## config.mk

```make
export PLATFORM = sky130hd
export DESIGN_NAME = alu_sequencer_flat
export DESIGN_NICKNAME = d
export VERILOG_FILES = /design/src/rtl/alu_sequencer_if.sv /design/src/rtl/alu_sequencer.sv /design/src/flat_wrapper.sv
export SDC_FILE = /design/constraint.sdc
export NUM_CORES = 1
export LEC_CHECK = 0
export BUFFER_PORTS_ARGS = -buffer_cell sky130_fd_sc_hd__buf_2
export CAP_MARGIN = 0
export CELL_PAD_IN_SITES_DETAIL_PLACEMENT = 1
export CELL_PAD_IN_SITES_GLOBAL_PLACEMENT = 1
export CORE_MARGIN = 1
export CORE_UTILIZATION = 42
export CTS_BUF_LIST = sky130_fd_sc_hd__clkbuf_4 sky130_fd_sc_hd__clkbuf_8 sky130_fd_sc_hd__clkbuf_16
export DETAILED_ROUTE_END_ITERATION = 10
export PLACE_DENSITY = 0.84
export SYNTH_ARGS = -nofsm -noshare
export SYNTH_HDL_FRONTEND = slang
export SYNTH_SLANG_ARGS = --single-unit
```

## constraint.sdc

```tcl
create_clock -name clk -period 3.3 [get_ports clk]
set_input_delay 0 -clock clk [delete_from_list [all_inputs] [get_ports clk]]
set_output_delay 0 -clock clk [all_outputs]
set_load 0.05 [all_outputs]
```

## src/rtl/alu_sequencer_if.sv

```systemverilog
// ALU operation encoding shared by the sequencer and its environment, plus the
// interface that bundles the request/response port and the ALU drive/return lines.
package alu_sequencer_pkg;
  typedef enum logic [2:0] {
    amp  = 3'd0,
    add  = 3'd1,
    sub  = 3'd2,
    lsc  = 3'd3,
    rsc  = 3'd4,
    band = 3'd5,
    bor  = 3'd6,
    bxor = 3'd7
  } math;
endpackage

interface alu_sequencer_if;
  import alu_sequencer_pkg::*;

  logic       req_valid;
  logic       req_ready;
  logic       req_cmd;
  math        req_op;
  logic [7:0] req_a;
  logic [7:0] req_b;
  logic       req_dst;
  logic       rsp_valid;
  logic [7:0] rsp_data;
  logic [7:0] alu_x;
  logic [7:0] alu_y;
  math        alu_op;
  logic       alu_en;
  logic       alu_rs;
  logic [7:0] alu_r_in;
  logic [7:0] alu_s_in;

  // The sequencer side: takes commands and ALU results, drives ALU controls.
  modport slave (
    input  req_valid, req_cmd, req_op, req_a, req_b, req_dst, alu_r_in, alu_s_in,
    output req_ready, rsp_valid, rsp_data, alu_x, alu_y, alu_op, alu_en, alu_rs
  );

  // The environment side: the requester together with the ALU.
  modport master (
    output req_valid, req_cmd, req_op, req_a, req_b, req_dst, alu_r_in, alu_s_in,
    input  req_ready, rsp_valid, rsp_data, alu_x, alu_y, alu_op, alu_en, alu_rs
  );
endinterface

```

## src/rtl/alu_sequencer.sv

```systemverilog
// Issue controller for the ALU: runs single pass-through ops or an 8x8 shift-add
// multiply made of ALU add/lsc steps, returning one 8-bit result per command.
module alu_sequencer
  import alu_sequencer_pkg::*;
(
  input  logic           clk,
  input  logic           rst,
  alu_sequencer_if.slave bus
);

  typedef enum logic [2:0] {IDLE, ISSUE, MADD, MSHF, DONE} state_t;

  state_t     state;
  state_t     next;

  logic [7:0] a_q;
  logic [7:0] b_q;
  math        op_q;
  logic       dst_q;
  logic [7:0] acc;
  logic [7:0] mcand;
  logic [7:0] mplier;
  logic [2:0] cnt;
  logic [7:0] rsp_data_q;

  logic       ready;
  logic       en;
  logic       rs;
  logic       rsp_valid;
  logic [7:0] x;
  logic [7:0] y;
  math        op;
  logic       last_shift;

  assign last_shift = (cnt == 3'd7);

  always_ff @(posedge clk) begin
    if (rst) state <= IDLE;
    else     state <= next;
  end

  always_ff @(posedge clk) begin
    if (rst) begin
      a_q        <= 8'h00;
      b_q        <= 8'h00;
      op_q       <= amp;
      dst_q      <= 1'b0;
      acc        <= 8'h00;
      mcand      <= 8'h00;
      mplier     <= 8'h00;
      cnt        <= 3'd0;
      rsp_data_q <= 8'h00;
    end else begin
      case (state)
        IDLE: begin
          if (bus.req_valid) begin
            a_q   <= bus.req_a;
            b_q   <= bus.req_b;
            op_q  <= bus.req_op;
            dst_q <= bus.req_dst;
            if (bus.req_cmd) begin
              acc    <= 8'h00;
              mcand  <= bus.req_a;
              mplier <= bus.req_b;
              cnt    <= 3'd0;
            end
          end
        end
        ISSUE: rsp_data_q <= dst_q ? bus.alu_s_in : bus.alu_r_in;
        MADD:  acc <= bus.alu_r_in;
        MSHF: begin
          mcand  <= bus.alu_s_in;
          mplier <= mplier >> 1;
          cnt    <= cnt + 3'd1;
          if (last_shift) rsp_data_q <= acc;
        end
        default: ;
      endcase
    end
  end

  // ALU controls are decoded from state alone so idle/done cycles drive fixed values.
  always_comb begin
    next      = state;
    ready     = 1'b0;
    en        = 1'b0;
    x         = 8'h00;
    y         = 8'h00;
    op        = amp;
    rs        = 1'b0;
    rsp_valid = 1'b0;
    case (state)
      IDLE: begin
        ready = 1'b1;
        if (bus.req_valid) begin
          if (!bus.req_cmd)      next = ISSUE;
          else if (bus.req_b[0]) next = MADD;
          else                   next = MSHF;
        end
      end
      ISSUE: begin
        en   = 1'b1;
        x    = a_q;
        y    = b_q;
        op   = op_q;
        rs   = dst_q;
        next = DONE;
      end
      MADD: begin
        en   = 1'b1;
        x    = acc;
        y    = mcand;
        op   = add;
        next = MSHF;
      end
      MSHF: begin
        en = 1'b1;
        x  = mcand;
        op = lsc;
        rs = 1'b1;
        // mplier[1] is the multiplier bit that becomes bit 0 after this shift.
        if (last_shift)     next = DONE;
        else if (mplier[1]) next = MADD;
        else                next = MSHF;
      end
      DONE: begin
        rsp_valid = 1'b1;
        next      = IDLE;
      end
      default: next = IDLE;
    endcase
  end

  assign bus.req_ready = ready & ~rst;
  assign bus.rsp_valid = rsp_valid;
  assign bus.rsp_data  = rsp_data_q;
  assign bus.alu_x     = x;
  assign bus.alu_y     = y;
  assign bus.alu_op    = op;
  assign bus.alu_en    = en;
  assign bus.alu_rs    = rs;

endmodule

```

## src/flat_wrapper.sv

```systemverilog
// flat-port wrapper written by rule: the top's interface ports become plain ports
module alu_sequencer_flat import alu_sequencer_pkg::*;
  (clk, rst, bus_req_valid, bus_req_cmd, bus_req_op, bus_req_a, bus_req_b, bus_req_dst, bus_alu_r_in, bus_alu_s_in, bus_req_ready, bus_rsp_valid, bus_rsp_data, bus_alu_x, bus_alu_y, bus_alu_op, bus_alu_en, bus_alu_rs);
  alu_sequencer_if bus_i ();
  input  logic clk;
  input  logic rst;
  input wire logic [$bits(bus_i.req_valid)-1:0] bus_req_valid;
  input wire logic [$bits(bus_i.req_cmd)-1:0] bus_req_cmd;
  input wire logic [$bits(bus_i.req_op)-1:0] bus_req_op;
  input wire logic [$bits(bus_i.req_a)-1:0] bus_req_a;
  input wire logic [$bits(bus_i.req_b)-1:0] bus_req_b;
  input wire logic [$bits(bus_i.req_dst)-1:0] bus_req_dst;
  input wire logic [$bits(bus_i.alu_r_in)-1:0] bus_alu_r_in;
  input wire logic [$bits(bus_i.alu_s_in)-1:0] bus_alu_s_in;
  output wire logic [$bits(bus_i.req_ready)-1:0] bus_req_ready;
  output wire logic [$bits(bus_i.rsp_valid)-1:0] bus_rsp_valid;
  output wire logic [$bits(bus_i.rsp_data)-1:0] bus_rsp_data;
  output wire logic [$bits(bus_i.alu_x)-1:0] bus_alu_x;
  output wire logic [$bits(bus_i.alu_y)-1:0] bus_alu_y;
  output wire logic [$bits(bus_i.alu_op)-1:0] bus_alu_op;
  output wire logic [$bits(bus_i.alu_en)-1:0] bus_alu_en;
  output wire logic [$bits(bus_i.alu_rs)-1:0] bus_alu_rs;
  assign bus_i.req_valid = bus_req_valid;
  assign bus_i.req_cmd = bus_req_cmd;
  assign bus_i.req_op = bus_req_op;
  assign bus_i.req_a = bus_req_a;
  assign bus_i.req_b = bus_req_b;
  assign bus_i.req_dst = bus_req_dst;
  assign bus_i.alu_r_in = bus_alu_r_in;
  assign bus_i.alu_s_in = bus_alu_s_in;
  assign bus_req_ready = bus_i.req_ready;
  assign bus_rsp_valid = bus_i.rsp_valid;
  assign bus_rsp_data = bus_i.rsp_data;
  assign bus_alu_x = bus_i.alu_x;
  assign bus_alu_y = bus_i.alu_y;
  assign bus_alu_op = bus_i.alu_op;
  assign bus_alu_en = bus_i.alu_en;
  assign bus_alu_rs = bus_i.alu_rs;
  alu_sequencer u_core (.clk(clk), .rst(rst), .bus(bus_i));
endmodule
```

# Word level (Yosys, flattened, before mapping)
# Index checks and enable logic that the tools add are counted.
[classes]
n_addsub = 1
eq_ne = 8
n_mux = 28
bitwise = 2
reduce_logical = 9
[op_table]
columns = ["cell", "count"]
rows = [
  ["one-hot mux 8 bit (2 select lines)", 5],
  ["2-to-1 mux 8 bit", 8],
  ["one-hot mux 8 bit (3 select lines)", 1],
  ["2-to-1 mux 3 bit", 5],
  ["one-hot mux 3 bit (4 select lines)", 1],
  ["one-hot mux 3 bit (3 select lines)", 1],
  ["equality test 3 x 2 -> 1 bit (second input constant)", 2],
  ["equality test 3 bit (second input constant)", 2],
  ["one-hot mux 3 bit (2 select lines)", 1],
  ["AND reduction 3 bit", 2],
  ["nonzero test 2 bit", 3],
  ["2-to-1 mux 1 bit", 5],
  ["!= test 2 bit (second input constant)", 2],
  ["AND reduction 2 bit", 2],
  ["adder 3 x 1 -> 3 bit (second input constant)", 1],
  ["equality test 3 x 1 -> 1 bit (second input constant)", 1],
  ["logical NOT 3 bit", 1],
  ["OR reduction 3 bit", 1],
  ["!= test 2 x 1 -> 1 bit (second input constant)", 1],
  ["one-hot mux 1 bit (2 select lines)", 1],
  ["AND 1 bit", 1],
  ["inverter 1 bit", 1],
]
[word_totals]
regBits = 58
in_bits = 40
out_inout_bits = 31
elab_cells = 58

# Longest topological paths before layout
[logic_depth]
ltp_word = 4
depth_mapped = 7
mapped_depth_nobuf = 6

# Worst setup path before layout
# Ideal clock, no wire load.
[synth_timing]
path_kind = "flip-flop to output port"
from = "register u_core.state[2]"
to = "output port bus_req_ready"
arrival_ns = 2.205
t_required_ns = 3.300
path_slack_ns = 1.095
path_stages_with_launch = 4
path_buffers = 2
path_cell_list = "dfxtp_1 > buf_2 > clkbuf_1 > nor4_1"
[synth_between]
elab_chain_len = 3
[synth_rtl]
columns = ["element", "line", "source"]
rows = [
  ["from (decl)", "alu_sequencer.sv:13", "state_t state;"],
  ["from (signal assigned)", "alu_sequencer.sv:39", "else state <= next;"],
  ["logical NOT 3 bit", "alu_sequencer.sv:92", "case (state)"],
  ["2-to-1 mux 1 bit", "alu_sequencer.sv:92", ""],
  ["AND 1 bit", "alu_sequencer.sv:134", "assign bus.req_ready = ready & ~rst;"],
  ["to (decl)", "flat_wrapper.sv:15", "output wire logic [$bits(bus_i.req_ready)-1:0] bus_req_ready;"],
]
# No other way between the ends.

# Worst setup path in the final report
[layout_timing]
from = "register u_core.state[1]"
to = "output port bus_alu_y[4]"
[layout_between]
elab_chain_len = 2
[layout_rtl]
columns = ["element", "line", "source"]
rows = [
  ["equality test 3 x 2 -> 1 bit or equality test 3 x 1 -> 1 bit (tied branches)", "alu_sequencer.sv:92", ""],
  ["one-hot mux 8 bit (2 select lines) (*)", "alu_sequencer.sv:92", ""],
  ["to (decl)", "flat_wrapper.sv:19", "output wire logic [$bits(bus_i.alu_y)-1:0] bus_alu_y;"],
]
# Mark *: on every way between the ends. The rest lies on a longest branch, timed or not.

==> flow_metrics.env <==
export IMPL_ctsHtreeMaxLevel=3
export IMPL_clock_sinks=57
export IMPL_grt_pass1_vias=3307
export IMPL_synth_warnings=0
export IMPL_place_gp_congestion=0.811
export IMPL_grt_setup_unrepaired="false"
export IMPL_power_leakage_nw=1.58
export IMPL_worstSetupPathType="flop to primary output"
export IMPL_crit_path_to="bus_alu_y[4]"
export IMPL_sequentialPowerShare=0.398
export IMPL_detailedRoute_firstPassIterationCount=7
export IMPL_synth_edf_count=0
export IMPL_yosysSeqAreaShare=0.398
export IMPL_netlist_area_mm2=0.00287
export IMPL_cts_tree="done"
export IMPL_grt_use_total=0.303
export IMPL_worst_clock_skew_ps=9.04
export IMPL_cts_hold_buf=35
export IMPL_tightest_slew_ps=972
export IMPL_buffer_ports_inserted=70
export IMPL_worstRegToRegCells=5
export IMPL_p_clk_frac=0.323
export IMPL_worst_min_delay_path_category="input pin to flop"
export IMPL_final_period_minus_worst_setup_slack_ps=2760
export IMPL_antenna_violating_nets_left=0
export IMPL_vias=3064
export IMPL_top_cells_by_area_in_the_synthesized_netlist="dfxtp_1 40%, nand2_1 12%, a311oi_2 7.3%, a22oi_1 6.3%, a21oi_1 5.8%"
export IMPL_max_clock_freq_ghz=0.362
export IMPL_clkTransAtPathRegs_ps=70
export IMPL_synth_ff_latch_count=57
export IMPL_netlist_cell_type_count=31
export IMPL_clk_latency_ps=350
export IMPL_floorplan_die_width_um=84.7
export IMPL_hold_violations=0
export IMPL_arrival_ps=2760
export IMPL_timing_final_setup_violations=0
export IMPL_rows=29
export IMPL_cp_end_kind="primary output"
export IMPL_postSynth_topFlopCell="dfxtp_1"
export IMPL_die_height_um=84.7
export IMPL_grt_pass1_wl_mm=16.6
export IMPL_slew_limit_fails=0
export IMPL_numPlacedInstances=473
export IMPL_r2r_setup_slack_ps=910
export IMPL_timing_critical_path_required_ps=3300
export IMPL_finish_utilization=0.582
export IMPL_peak_supply_drop_mv=0.278
export IMPL_pwr_share_comb=0.279
export IMPL_drcViolationCount=0
export IMPL_floorplan_io_pins=71
export IMPL_cts_buffers_inserted=9
export IMPL_synth_largest_area_cell="dfxtp_1"
export IMPL_power_share_switching=0.360
export IMPL_synth_top_cell_area_share=0.398
export IMPL_switching_power_mw=0.764
export IMPL_cts_post_setup_buffers_inserted=0
export IMPL_hpwlAfterDp_mm=6.06
export IMPL_starting_utilization_of_the_core_area=0.444
export IMPL_antenna_cells_inserted=0
export IMPL_p_int_mw=1.36
export IMPL_run_status="finished, final reports clean"
export IMPL_powerDensity_mw_per_mm2=564
export IMPL_path_max_fanout=25
export IMPL_initial_antenna_violation_count=0
export IMPL_ctsRootBufferMaster="clkbuf_8"
export IMPL_globalRouteOverflowTotal=0
export IMPL_cts_repair_resized=0
export IMPL_layout_drive_gt1_share=0.286
export IMPL_synthToLayoutAreaGrowth_pct=30.9
export IMPL_num_nets_final=484
export IMPL_critPathLaunch="u_core.state[1]"
export IMPL_maxCapViolations=0
export IMPL_synthArstFlopShare=0
export IMPL_totalNegativeSetupSlack_ps=0
export IMPL_grt_max_degree=45
export IMPL_maxSlewHeadroom=0.351
export IMPL_finish_cell_count_without_fillers=524
export IMPL_drt_iter0_drc=196
export IMPL_fp_coreArea_mm2=0.00646
export IMPL_fin_crit_sh=0.838
export IMPL_cts_max_path_buffers=2
export IMPL_synth_net_count=392
export IMPL_detail_route_wl_per_cell_um=19.7
export IMPL_r2r_path_end="u_core.mcand[2]"
export IMPL_synthCells=350
export IMPL_detail_route_vias_per_cell=5.85
export IMPL_syn_area_per_cell_um2=8.20
export IMPL_timing_critical_path_from_type="flop"
export IMPL_worstReg2RegStart="u_core.state[1]"
export IMPL_wl_mm=10.3
export IMPL_design_die_area_mm2=0.00717
logic make-up after synthesis:
| logic type | synth area share |
|---|---|
| mux | 0.0628 |
| flops | 0.398 |
| buf+inv | 0.0541 |
| simple gates | 0.247 |
| fa+ha+maj | 0.00872 |
| compound gates | 0.230 |
cells in the mapped netlist (2+ instances only):
master     n
clkbuf_1  12
ha_1       2
buf_6      2
or3_1      2
dfxtp_1   57
a311oi_2  14
o211ai_1   8
nand2_1   89
buf_4      3
mux2i_1    9
mux2_2     8
and2_1     4
nor2_2    10
nand2b_1   5
nor2b_1    3
a21oi_1   33
nor3_1     2
buf_2     13
nor2_1    39
a22oi_1   24
power by group through the flow:
stage | Combinational (mW) | Clock (mW) | Sequential [mW]
2_1_floorplan | 0.411 | 0 | 0.840
3_3_place_gp | 0.522 | 0 | 0.850
3_5_place_dp | 0.538 | 0 | 0.852
4_1_cts | 0.574 | 0.687 | 0.838
5_1_grt | 0.632 | 0.721 | 0.849
6_report | 0.592 | 0.685 | 0.843
stage by stage:
step | total power [mW] | instance area, um2 | setup WS (ps) | hold WS, ps
2_1_floorplan | 1.25 | 2870 | 1090 | 136
3_3_place_gp | 1.37 | 3210 | 1130 | 247
3_5_place_dp | 1.39 | 3210 | 1050 | 248
4_1_cts | 2.10 | 3760 | 652 | 16.1
5_1_grt | 2.20 | 3760 | 397 | 16.1
6_report | 2.12 | 3760 | 535 | 24.4
area by class of cell:
cell class	instances	area, um2
Clock buffer	13	160
Fill cell	784	2700
Tap cell	77	96.3
Multi-Input combinational cell	263	1570
Timing Repair Buffer	111	746
Sequential cell	57	1140
Clock inverter	3	40.0
registers in the layout, indices dropped and copies added, names as in the netlist:
register and count:
u_core.a_q 8, u_core.acc 8, u_core.b_q 8, u_core.bus.rsp_data 8, u_core.mcand 8, u_core.mplier 7, u_core.cnt 3, u_core.op_q 3
u_core.state 3, u_core.dst_q 1
critical path, stage by stage, from the launching register on:
cell and delay (ps):
dfxtp_1 960, nor2b_1 630, buf_4 300, a22oi_1 100
nor2_1 140, buf_2 280
how the worst min path moves through the flow:
stage | cells past startpoint | endpoint | from | slack, ps
5_1_grt | 3 | u_core.mcand[7] | bus_alu_s_in[7] | 20
3_3_place_gp | 3 | u_core.op_q[2] | bus_req_op[2] | 250
2_1_floorplan | 2 | u_core.op_q[2] | bus_req_op[2] | 140
6_report | 3 | u_core.mcand[7] | bus_alu_s_in[7] | 20
3_5_place_dp | 3 | u_core.op_q[2] | bus_req_op[2] | 250
4_1_cts | 3 | u_core.mcand[7] | bus_alu_s_in[7] | 20
per-layer routing:
layer / track usage / vias up / share of wire
met5: 0 / - / 0
met4: 0.186 / 0 / 0.036
met3: 0.0462 / 37 / 0.054
met2: 0.514 / 140 / 0.49
met1: 0.362 / 1487 / 0.41
li1: - / 1400 / -
layout by cell type, fill, tap and decap left out, drive strengths merged, types with 2 or more instances in the layout:
cell          n
a22oi        24
nor2b         3
dfxtp        57
buf          76
a311oi       14
nor3          2
nor2         50
dlygate4sd3  35
and2          4
ha            2
clkbuf       13
a21oi        34
or3           2
clkinv        2
nand2b        5
mux2i         9
nand2        90
mux2          8
o211ai        8
Power figures use the tool's default switching activity.
